$ cat config.mk
export PLATFORM = sky130hd
export DESIGN_NAME = upsample_interp
export DESIGN_NICKNAME = d
export VERILOG_FILES = /design/src/rtl/upsample_interp.sv
export SDC_FILE = /design/constraint.sdc
export NUM_CORES = 1
export LEC_CHECK = 0
export CAP_MARGIN = 40
export CORE_AREA = 2 2 220 114
export CTS_BUF_LIST = sky130_fd_sc_hd__clkbuf_4
export DETAILED_ROUTE_END_ITERATION = 10
export DIE_AREA = 0 0 222 116
export PLACE_DENSITY = 0.59
export SETUP_SLACK_MARGIN = 0.1
export SYNTH_ARGS = -nofsm -noshare
export SYNTH_HDL_FRONTEND = slang
export SYNTH_SLANG_ARGS = --single-unit
$ cat constraint.sdc
create_clock -name clock -period 8.4 [get_ports clock]
set_input_delay 0.84 -clock clock [delete_from_list [all_inputs] [get_ports clock]]
set_output_delay 0.84 -clock clock [all_outputs]
set_load 0.02 [all_outputs]
$ cat src/rtl/upsample_interp.sv
// Linear-interpolating upsampler: one input sample per N output ticks, ramping from the
// previous sample to the latest one with a fixed-point step from a serial divider.
module upsample_interp (
  input  logic               clock,
  input  logic               reset,
  input  logic [3:0]         Nfreq,
  input  logic signed [17:0] datain,
  input  logic               endatain,
  input  logic               en48k,
  output logic signed [17:0] dataout,
  output logic               endataout,
  output logic               overrun
);

  typedef enum logic [1:0] {StIdle, StDiv, StRun} state_e;

  state_e             state_q;
  logic signed [17:0] x_old_q, x_new_q;
  logic signed [26:0] acc_q, step_q;
  logic [3:0]         n_q, k_q;
  logic [4:0]         cnt_q, rem_q;
  logic [26:0]        quo_q;

  logic signed [18:0] delta;
  logic [18:0]        delta_mag;
  logic [26:0]        dividend;
  logic [4:0]         bit_idx, rem_sh, rem_nx;
  logic               ge;
  logic [26:0]        quo_nx;
  logic signed [26:0] step_div, x_old_ext, x_new_ext;
  logic [3:0]         n_in;
  logic               start;

  assign delta     = {x_new_q[17], x_new_q} - {x_old_q[17], x_old_q};
  assign delta_mag = delta[18] ? 19'(-delta) : 19'(delta);
  assign dividend  = {delta_mag, 8'd0};

  // Restoring divider: one quotient bit per clock, MSB of |delta*256| first.
  assign bit_idx  = 5'd26 - cnt_q;
  assign rem_sh   = {rem_q[3:0], dividend[bit_idx]};
  assign ge       = rem_sh >= {1'b0, n_q};
  assign rem_nx   = ge ? rem_sh - {1'b0, n_q} : rem_sh;
  assign quo_nx   = {quo_q[25:0], ge};
  assign step_div = delta[18] ? -$signed(quo_nx) : $signed(quo_nx);

  assign x_old_ext = $signed({x_old_q[17], x_old_q, 8'd0});
  assign x_new_ext = $signed({x_new_q[17], x_new_q, 8'd0});
  assign n_in      = (Nfreq < 4'd2) ? 4'd1 : Nfreq;
  assign start     = endatain && (state_q != StDiv);

  always_ff @(posedge clock or posedge reset) begin
    if (reset) begin
      state_q   <= StIdle;
      x_old_q   <= '0;
      x_new_q   <= '0;
      acc_q     <= '0;
      step_q    <= '0;
      n_q       <= 4'd1;
      k_q       <= '0;
      cnt_q     <= '0;
      rem_q     <= '0;
      quo_q     <= '0;
      dataout   <= '0;
      endataout <= 1'b0;
      overrun   <= 1'b0;
    end else begin
      endataout <= en48k;
      unique case (state_q)
        StIdle: ;
        StDiv: begin
          if (endatain) overrun <= 1'b1;
          if (n_q == 4'd1) begin
            step_q  <= '0;
            acc_q   <= x_new_ext;
            state_q <= StRun;
          end else begin
            rem_q <= rem_nx;
            quo_q <= quo_nx;
            cnt_q <= cnt_q + 5'd1;
            if (cnt_q == 5'd26) begin
              step_q  <= step_div;
              acc_q   <= x_old_ext;
              state_q <= StRun;
            end
          end
        end
        StRun: begin
          if (en48k) begin
            if (k_q < n_q) begin
              dataout <= acc_q[25:8];
              acc_q   <= acc_q + step_q;
              k_q     <= k_q + 4'd1;
            end else begin
              dataout <= x_new_q;
            end
          end
        end
        default: state_q <= StIdle;
      endcase
      // A coincident tick in RUN was already served above from the old state.
      if (start) begin
        x_old_q <= x_new_q;
        x_new_q <= datain;
        n_q     <= n_in;
        k_q     <= '0;
        cnt_q   <= '0;
        rem_q   <= '0;
        quo_q   <= '0;
        state_q <= StDiv;
      end
    end
  end

endmodule

==> metrics.md <==
| Metric | Value |
|---|---|
| Total grt overflow | `0` |
| WL per Instance | `between 15 and 20 microns` |
| Cell Rows | `40` |
| Min Tclk post-route | `between 7 and 8 ns` |
| CP required | `8.84 ns` |
| Drt drc | `0` |
| Final setup viols | `0` |
| Startpoint Class | `flop` |
| Syn nets | `roughly 1200` |
| DIE HEIGHT | `116 microns` |
| Relative slew margins | `0.4164` |
| Ys Warns | `0` |
| GR Util All Layers | `0.2286` |
| Area delta synth->final | `10.88%` |
| Post-CTS Resized | `0` |
| Dpl hpwl | `between 20 and 25 mm` |
| Main area contributors after synthesis | `dfrtp_1 38%, nand2_1 8.5%, ha_1 7.0%` |
| Die X | `between 200 and 250 microns` |
| H-tree lvl count | `4` |
| Fraction of registers with async set/reset | `1.000` |
| Register area share after synthesis | `0.3869` |
| Clk_skew | `~0.026 ns` |
| Fill cell count | `~2400` |
| Synthesized area | `slightly below 10000 sq um` |
| CP arrival | `7.64 ns` |
| Most frequent cell after synthesis | `nand2_1` |
| Drt first pass iters | `5` |
| Outcome | `finished, final reports clean` |
| CTS tree | `built` |
| # IOs | `46` |
| FMAX | `~0.14 GHz` |
| Post-route ant nets | `0` |
| Least-Margin Pin Slew | `between 0.8 and 0.9 ns` |
| Vias in the first global route | `7496` |
| Min-Delay Path Class | `flop to flop` |
| Hold bufs inserted after CTS | `0` |
| Max-slew violation count | `0` |
| CTS Sinks | `around 150` |
| Deepest clock path buffer count | `2` |
| Final core utilization | `0.4606` |
| GP Congestion | `approximately 0.97` |
| Synth Instances | `around 1100` |
| RSZ-0062 raised after global routing | `no` |
| Die Area | `roughly 26000 sq um` |
| Most used cell, CP | `ha_1` |
| Slowest stage delay, CP | `0.53 ns` |
| Vias after detailed routing | `approximately 8400` |
| Synthesized flop and latch total | `between 150 and 200` |
| Setup TNS | `0 ns` |
| Largest net degree at the start of global routing | `between 50 and 60` |
| Vias/cell | `roughly 5.6` |
| Commonest cells in the netlist | `223 x nand2_1, 151 x dfrtp_1, 115 x o21ai_0` |
| CP Class | `flop to flop` |
| N_diodes | `0` |
| Crit. End Element | `flop` |
| Critical path's slowest cell | `or2_1` |
| Syn Area/Cell | `around 8.6 sq um` |
| Core Region | `around 24000 sq um` |
| Post-CTS setup buffer count | `0` |
| IO Port Bufs | `45` |
| Initial Utilization | `0.4154` |
| CP max FO | `21` |
| Fraction of layout cells with a size suffix above 1 | `0.07216` |
| DR iter-0 viols | `just under 800` |
| Post-synth EDFFs | `0` |
| First-pass GRT wire length | `44.57 mm` |
| Nets | `between 1000 and 1500` |
| Synth top area share | `0.3843` |
| Initial antenna violation count | `0` |
| Clk_lat worst skew | `0.60 ns` |
| Final WL | `between 20 and 30 mm` |
| Ys flop type | `dfrtp_1` |
| Final hold viol count | `0` |
| Clock root buffer | `clkbuf_4` |
| Area leader, netlist | `dfrtp_1` |
| Crit share post-route | `0.8572` |
| MaxCap Viol Count | `0` |
| Post-synthesis cell type count | `80` |
| Total CTS buffers | `17` |
| Clock transition at path regs | `roughly 0.13 ns` |
[layout by cell type, fill, tap and decap left out, types with 14 or more instances in the layout]
cell | synthesis | layout
nand2_1 | 223 | 222
dfrtp_1 | 151 | 151
o21ai_0 | 115 | 114
a21oi_1 | 82 | 81
nor2_1 | 68 | 68
ha_1 | 55 | 55
xnor2_1 | 49 | 49
clkdlybuf4s50_1 | 0 | 45
nand3_1 | 43 | 43
inv_1 | 39 | 38
xor2_1 | 27 | 27
mux2i_1 | 25 | 25
a21o_1 | 20 | 20
clkbuf_4 | 0 | 18
nor3_1 | 15 | 15
buf_4 | 0 | 14
[critical path: cells and delay by family (launching register included)]
kind	cells	cell delay, ns
and+or+nand+nor	11	2.76
AOI/OAI and AO/OA	11	2.44
adders and majority gates	4	1.13
DFF	1	0.40
xor gates and xnor gates	1	0.17
buffers and inverters	2	0.15
[final timing paths]
kind | start | end | slack (ns) | cells after the start
max | x_new_q[0] | step_q[24] | 1.20 | 29
min | n_q[0] | n_q[0] | 0.49 | 2
max reg2reg | x_new_q[0] | step_q[24] | 1.20 | 29
min reg2reg | n_q[0] | n_q[0] | 0.49 | 2
max in group asynchronous | reset | x_old_q[2] | 6.00 | 4
min in group asynchronous | reset | dataout[2] | 0.65 | 2
[through the flow]
step                worst slack (ns)  cell area (sq um)  hold slack, ns  cells
floorplan                      1.849               9833          0.4453   1143
global placement               1.460              10520          0.4584   1458
detailed placement             1.282              10590          0.4708   1462
CTS                            1.231              10900          0.4942   1493
global route                  0.6818              10900          0.5242   1493
finish                         1.199              10900          0.4940   1493
[flip-flops by register name, indices dropped and copies added (netlist names)]
name,cells
state_q,2
x_new_q,18
quo_q,25
cnt_q,5
n_q,4
dataout,18
rem_q,4
acc_q,26
overrun,1
step_q,26
x_old_q,18
k_q,4
endataout,1
[kinds of logic (layout without fill, tap and decap cells)]
kind of cell | count (synthesis) | after routing | synth area share
AOI/OAI and AO/OA | 297 | 297 | 0.1930
xor gates and xnor gates | 78 | 78 | 0.07215
adders and majority gates | 58 | 58 | 0.07609
buffers and inverters | 97 | 132 | 0.04377
DFF | 152 | 152 | 0.3869
muxes | 25 | 25 | 0.02545
and+or+nand+nor | 436 | 436 | 0.2026
[final cells by class]
class	count	area [sq um]	share of cell area
multi-input cells	894	5620	0.5155
flip-flops and latches	152	3805	0.3490
repair buffers	62	618.1	0.05669
well taps	315	394.1	0.03615
clock inverters	13	178.9	0.01641
inverters	39	151.4	0.01389
clock buffers	18	135.1	0.01239
[per-layer routing]
metal / GRT usage / vias to the layer above / share of wire
li1: - / 4045 / -
met1: 0.3856 / 4029 / 0.57
met2: 0.2730 / 258 / 0.34
met3: 0.05832 / 21 / 0.075
met4: 0.05045 / 0 / 0.0098
met5: 0 / - / 0
Power is not shown: default switching activity piles up to over one toggle a cycle in this logic, so the estimate is an artifact.
